## config.mk

```make
export PLATFORM = sky130hd
export DESIGN_NAME = core2apb_bridge
export DESIGN_NICKNAME = d
export VERILOG_FILES = /design/src/rtl/core2apb_bridge.sv
export SDC_FILE = /design/constraint.sdc
export NUM_CORES = 1
export LEC_CHECK = 0
export BUFFER_PORTS_ARGS = -buffer_cell sky130_fd_sc_hd__clkbuf_2
export CAP_MARGIN = 0
export CORE_UTILIZATION = 30
export DETAILED_ROUTE_END_ITERATION = 8
export PLACE_DENSITY = 0.63
export SYNTH_ARGS = -nofsm -noshare
export SYNTH_HDL_FRONTEND = slang
export SYNTH_SLANG_ARGS = --single-unit
```

## constraint.sdc

```tcl
create_clock -name clk -period 2.4 [get_ports clk]
set_input_delay 0.24 -clock clk [delete_from_list [all_inputs] [get_ports clk]]
set_output_delay 0.24 -clock clk [all_outputs]
set_load 0.01 [all_outputs]
```

## src/rtl/core2apb_bridge.sv

```systemverilog
// ---------------------------------------------------------------------------
// core2apb_bridge
// Converts a core/LSU request interface (req/gnt/rvalid) into a single APB3
// master transaction stream. One transaction is outstanding at a time.
// APB3 has no byte strobes, so a partial write (be != 4'hF, including 0)
// is performed as a read-modify-write: an APB read followed by an APB write
// of the byte-merged word.
//
// Optional feature macro: APB_BRIDGE_TIMEOUT_EN
//   defined   : ACCESS phases abort after TIMEOUT_CYCLES cycles of pready=0,
//               responding with err=1 and rdata=0.
//   undefined : ACCESS waits indefinitely for pready.
//
// Ports
//   clk, rst_n      clock, asynchronous active-low reset
//   data_req_i      core request, held until granted
//   data_addr_i     byte address (bits [1:0] are ignored)
//   data_we_i       1 = write
//   data_be_i       byte enables
//   data_wdata_i    write data
//   data_gnt_o      request accepted (combinational, IDLE only)
//   data_rvalid_o   one-cycle response strobe
//   data_rdata_o    read data
//   data_err_o      error flag, qualified by data_rvalid_o
//   paddr_o, pwdata_o, pwrite_o, psel_o, penable_o   APB master outputs
//   prdata_i, pready_i, pslverr_i                    APB slave response
// ---------------------------------------------------------------------------
module core2apb_bridge #(
  parameter int APB_ADDR_WIDTH = 32,
  parameter int APB_DATA_WIDTH = 32,
  parameter int TIMEOUT_CYCLES = 255
) (
  input  logic                        clk,
  input  logic                        rst_n,
  input  logic                        data_req_i,
  input  logic [APB_ADDR_WIDTH-1:0]   data_addr_i,
  input  logic                        data_we_i,
  input  logic [APB_DATA_WIDTH/8-1:0] data_be_i,
  input  logic [APB_DATA_WIDTH-1:0]   data_wdata_i,
  output logic                        data_gnt_o,
  output logic                        data_rvalid_o,
  output logic [APB_DATA_WIDTH-1:0]   data_rdata_o,
  output logic                        data_err_o,
  output logic [APB_ADDR_WIDTH-1:0]   paddr_o,
  output logic [APB_DATA_WIDTH-1:0]   pwdata_o,
  output logic                        pwrite_o,
  output logic                        psel_o,
  output logic                        penable_o,
  input  logic [APB_DATA_WIDTH-1:0]   prdata_i,
  input  logic                        pready_i,
  input  logic                        pslverr_i
);

  localparam int BE_W = APB_DATA_WIDTH / 8;

  typedef enum logic [2:0] {
    S_IDLE       = 3'd0,
    S_SETUP      = 3'd1,
    S_ACCESS     = 3'd2,
    S_RMW_SETUP  = 3'd3,
    S_RMW_ACCESS = 3'd4,
    S_RESP       = 3'd5
  } state_t;

  state_t                    r_state;
  state_t                    w_next_state;
  logic [APB_ADDR_WIDTH-1:0] r_paddr;
  logic [APB_DATA_WIDTH-1:0] r_pwdata;
  logic                      r_pwrite;
  logic [BE_W-1:0]           r_be;
  logic                      r_rmw;
  logic [APB_DATA_WIDTH-1:0] r_rdata;
  logic                      r_err;
  logic                      r_psel;
  logic                      r_penable;
  logic                      r_rvalid;
  logic                      w_timeout;

  // Byte merge for the write half of an RMW: enabled bytes come from the
  // core, the rest from the word just read back.
  function automatic logic [APB_DATA_WIDTH-1:0] merge_bytes(
    input logic [APB_DATA_WIDTH-1:0] wdata,
    input logic [APB_DATA_WIDTH-1:0] rdata,
    input logic [BE_W-1:0]           be
  );
    logic [APB_DATA_WIDTH-1:0] m;
    m = rdata;
    for (int i = 0; i < BE_W; i++) begin
      m[i*8 +: 8] = be[i] ? wdata[i*8 +: 8] : rdata[i*8 +: 8];
    end
    return m;
  endfunction

`ifdef APB_BRIDGE_TIMEOUT_EN
  localparam int TMO_W = ($clog2(TIMEOUT_CYCLES + 1) > 8) ? $clog2(TIMEOUT_CYCLES + 1) : 8;
  logic [TMO_W-1:0] r_tmo_cnt;

  // ACCESS wait-state counter; cleared in the SETUP cycle preceding each ACCESS.
  always_ff @(posedge clk or negedge rst_n) begin
    if (!rst_n) begin
      r_tmo_cnt <= '0;
    end else if ((r_state == S_SETUP) || (r_state == S_RMW_SETUP)) begin
      r_tmo_cnt <= '0;
    end else if (((r_state == S_ACCESS) || (r_state == S_RMW_ACCESS)) && !pready_i && !w_timeout) begin
      r_tmo_cnt <= r_tmo_cnt + TMO_W'(1);
    end
  end

  // pready is tested before w_timeout in the FSM, so a same-cycle pready wins.
  assign w_timeout = ((r_state == S_ACCESS) || (r_state == S_RMW_ACCESS)) &&
                     (r_tmo_cnt == TMO_W'(TIMEOUT_CYCLES));
`else
  assign w_timeout = 1'b0;
`endif

  // Grant is only possible while idle.
  assign data_gnt_o = (r_state == S_IDLE) && data_req_i;

  // Next-state logic.
  always_comb begin
    w_next_state = r_state;
    case (r_state)
      S_IDLE: begin
        if (data_req_i) w_next_state = S_SETUP;
        else            w_next_state = S_IDLE;
      end
      S_SETUP:     w_next_state = S_ACCESS;
      S_ACCESS: begin
        if (pready_i) begin
          if (r_rmw && !pslverr_i) w_next_state = S_RMW_SETUP;
          else                     w_next_state = S_RESP;
        end else if (w_timeout) begin
          w_next_state = S_RESP;
        end else begin
          w_next_state = S_ACCESS;
        end
      end
      S_RMW_SETUP: w_next_state = S_RMW_ACCESS;
      S_RMW_ACCESS: begin
        if (pready_i || w_timeout) w_next_state = S_RESP;
        else                       w_next_state = S_RMW_ACCESS;
      end
      S_RESP:      w_next_state = S_IDLE;
      default:     w_next_state = S_IDLE;
    endcase
  end

  // State register and registered APB/response outputs.
  always_ff @(posedge clk or negedge rst_n) begin
    if (!rst_n) begin
      r_state   <= S_IDLE;
      r_paddr   <= '0;
      r_pwdata  <= '0;
      r_pwrite  <= 1'b0;
      r_be      <= '0;
      r_rmw     <= 1'b0;
      r_rdata   <= '0;
      r_err     <= 1'b0;
      r_psel    <= 1'b0;
      r_penable <= 1'b0;
      r_rvalid  <= 1'b0;
    end else begin
      r_state   <= w_next_state;
      // psel/penable/rvalid are decoded from the next state so they line up
      // with the state they belong to without a combinational output path.
      r_psel    <= (w_next_state == S_SETUP) || (w_next_state == S_ACCESS) ||
                   (w_next_state == S_RMW_SETUP) || (w_next_state == S_RMW_ACCESS);
      r_penable <= (w_next_state == S_ACCESS) || (w_next_state == S_RMW_ACCESS);
      r_rvalid  <= (w_next_state == S_RESP);
      case (r_state)
        S_IDLE: begin
          if (data_req_i) begin
            r_paddr  <= data_addr_i & ~APB_ADDR_WIDTH'(3);
            // For an RMW, pwdata keeps the core's data during the read phase
            // and doubles as the merge source.
            r_pwdata <= data_wdata_i;
            r_pwrite <= data_we_i && (data_be_i == {BE_W{1'b1}});
            r_rmw    <= data_we_i && (data_be_i != {BE_W{1'b1}});
            r_be     <= data_be_i;
            r_err    <= 1'b0;
          end
        end
        S_ACCESS: begin
          if (pready_i) begin
            r_rdata <= prdata_i;
            r_err   <= pslverr_i;
            if (r_rmw && !pslverr_i) begin
              r_pwdata <= merge_bytes(r_pwdata, prdata_i, r_be);
              r_pwrite <= 1'b1;
            end
          end else if (w_timeout) begin
            r_rdata <= '0;
            r_err   <= 1'b1;
          end
        end
        S_RMW_ACCESS: begin
          if (pready_i) begin
            r_err <= pslverr_i;
          end else if (w_timeout) begin
            r_rdata <= '0;
            r_err   <= 1'b1;
          end
        end
        default: begin
        end
      endcase
    end
  end

  assign paddr_o       = r_paddr;
  assign pwdata_o      = r_pwdata;
  assign pwrite_o      = r_pwrite;
  assign psel_o        = r_psel;
  assign penable_o     = r_penable;
  assign data_rvalid_o = r_rvalid;
  assign data_rdata_o  = r_rdata;
  assign data_err_o    = r_err;

endmodule

```

==> qor.txt <==
Area growth from synthesis to layout: 33.5%
CTS-repair resized insts: 0
Skew-Pair Late Insertion Delay: 340 ps
DRT antenna net count: 0
CP Max Fanout: 36
Number of synthesis warnings: 0
Number of core rows: 44
Via count: 3110
Number of fill cells: 1418
Crit. End Element: output port
Hold path start: data_addr_i[20]
Starting Density: 0.312
Reg2reg path depth: 4
Type of the worst min-delay path: input pin to flip-flop
Routed WL: 10100 µm
Status: finished clean
Unique masters post-synth: 34
Overflow left after global routing: 0
CTS tree: built
Postcts setup bufs: 0
Slew @ Worst Pin: 505 ps
Maximum resistive drop on vdd: 705 µV
First-pass GRT wire length: 16500 µm
Kind of critical path: flip-flop to output port
Die boundary height: 126 µm
CTS clk-pin slew, worst paths: 70 ps
Top delay family on crit path: flip-flops
R2R setup slack: 460 ps
Routability congestion estimate: 0.786
Pwr/cell area: 1330 nW/µm²
Final Slew Violations: 0
Most common cell after layout, fill and taps aside: clkbuf_2
Crit Reg-Reg Endpoint: pwdata_o[10]
Area of the multi-input gates: 1810 µm²
Clock Path Buffers: 2
Leakage: 2.92 nW
Share of layout cells above drive strength 1: 0.711
Worst hold path endpoint: paddr_o[20]
Setup Skew: 7.34 ps
Min Tclk post-route: 2040 ps
Fin util: 0.416
Number of global-route vias before repair: 3362
Most frequent cells in the layout: clkbuf_2 (202), mux2_2 (127), dfrtp_1 (107)
Tcrit/Tclk final: 0.852
Core area: 14800 µm²
Min-Delay Path Depth: 2
Initial antenna violation count: 0
DPL Wire Length: 7610 µm
# setup viols final: 0
CTS Buf Count: 9
Achievable Freq: 489 MHz
Final hold violations: 0
Fin nets: 607
Slowest stage delay, CP: 560 ps
GR Util All Layers: 0.134
Wire per inst: 14.6 µm
Port Buf Inserts: 203
Critical Path AT: 1800 ps
Setup TNS: 0 ps
Diodes inserted: 0
Register area share after synthesis: 0.582
I/O pin count: 208
Post-Syn Area: 4600 µm²
Cells after Synth: 295
Vias/cell: 4.51
RR Startpoint: r_state[1]
CTS Root Cell: clkbuf_16
Avg Cell Area, Syn: 15.6 µm²
RSZ-0062 raised after global routing: no
CP Cell Sequence: nor3_1 -> and2_1 -> buf_12 -> clkbuf_2
WP buf/inv: 2
Slowest CP cell: dfrtp_1
Crit path launch: r_state[0]
Register Area: 2680 µm²
Largest net degree at the start of global routing: 52
Initial DRC Count: 79
DR DRC count: 0
CP Launch Type: flip-flop
Max Cap Viol: 0
CTS sink count: 107
Worst EP required: 2160 ps
Drt first pass iters: 3
Worst relative slew slack: 0.663
DIE WIDTH: 126 µm
Register bit total from synthesis: 107
Max H-tree Level: 3
Die area: 15800 µm²
==> routing by layer <==
layer | part of all wire | global-route usage | vias to the layer above
li1 | - | - | 1469
met1 | 0.41 | 0.156 | 1494
met2 | 0.49 | 0.224 | 134
met3 | 0.085 | 0.0518 | 13
met4 | 0.017 | 0.0503 | 0
met5 | 0 | 0 | -
==> registers in the layout, indices dropped and copies added, names as in the netlist, 3 cells and up <==
register      count
data_rdata_o     32
paddr_o          30
r_be              4
r_state           3
pwdata_o         32
==> worst reg2reg max path: stages, from the launching register on <==
cell,delay [ps]
dfrtp_1,520
nor2b_1,300
o221ai_4,240
a21oi_4,380
mux2_2,380
==> cells by family after synthesis <==
family	count (synthesis)	share of synthesized area
buf+inv	19	0.0250
simple gates	16	0.0242
other cells	1	0.000816
compound gates	18	0.0397
mux	134	0.328
flops	107	0.582
==> final cells by class <==
type | instances | share of cell area
Tap cell | 184 | 0.0375
Clock buffer | 11 | 0.0395
Inverter | 3 | 0.00183
Multi-Input combinational cell | 170 | 0.296
Sequential cell | 107 | 0.436
Timing Repair Buffer | 210 | 0.181
Clock inverter | 4 | 0.00836
==> timing repair <==
item | 4_1_cts | 5_1_grt
setup endpoints to repair | 0 | 0
hold buffers | 1 | 0
hold endpoints to repair | 30 | 0
==> cell usage after synthesis <==
cell	n	share of area
mux2_2	127	0.31
dfrtp_1	107	0.58
buf_4	10	0.016
mux2_1	5	0.012
a21oi_4	4	0.014
buf_2	4	0.0044
a21oi_1	3	0.0033
inv_1	3	0.0024
nand2b_1	3	0.0041
nor2_1	3	0.0024
mux2i_1	2	0.0044
nor2b_1	2	0.0027
a211oi_1	1	0.0016
a21boi_0	1	0.0016
a22oi_1	1	0.0016
a2bb2oi_1	1	0.0019
and2_1	1	0.0014
and3b_2	1	0.0022
and4_1	1	0.0019
clkbuf_1	1	0.00082
clkbuf_2	1	0.0011
conb_1	1	0.00082
nand2_1	1	0.00082
nand2b_4	1	0.0030
nor2_4	1	0.0024
nor3_1	1	0.0011
nor3_2	1	0.0022
o21ai_0	1	0.0011
o21bai_1	1	0.0016
o221ai_4	1	0.0057
o22a_1	1	0.0019
o22ai_1	1	0.0014
o32ai_1	1	0.0019
o41ai_1	1	0.0019
==> through the flow <==
stage | instance area, µm² | hold slack (ps) | setup WS [ps] | cells | power [mW]
after floorplan | 4600 | -55.6 | 531 | 296 | 5.43
after global placement | 5830 | 204 | 462 | 673 | 6.72
after detailed placement | 5830 | 206 | 419 | 673 | 6.82
after CTS | 6140 | 95.3 | 317 | 689 | 8.35
after global routing | 6140 | 103 | 195 | 689 | 8.74
final | 6140 | 122 | 355 | 689 | 8.17
==> worst max path at each step <==
stage | end | slack [ps] | cells after the start
after floorplan | pwdata_o[10] | 530 | 6
after global placement | pwdata_o[15] | 460 | 4
after detailed placement | pwdata_o[10] | 420 | 4
after CTS | data_gnt_o | 320 | 4
after global routing | data_gnt_o | 190 | 4
final | data_gnt_o | 360 | 4
==> report_power, final <==
| group | internal (mW) | switching, mW | total [mW] | leakage (nW) |
|---|---|---|---|---|
| Clock | 0.832 | 0.629 | 1.46 | 0.142 |
| Combinational | 1.86 | 1.57 | 3.43 | 1.51 |
| Sequential | 2.73 | 0.546 | 3.28 | 1.27 |
No activity file was read; power rests on OpenSTA's default activity.
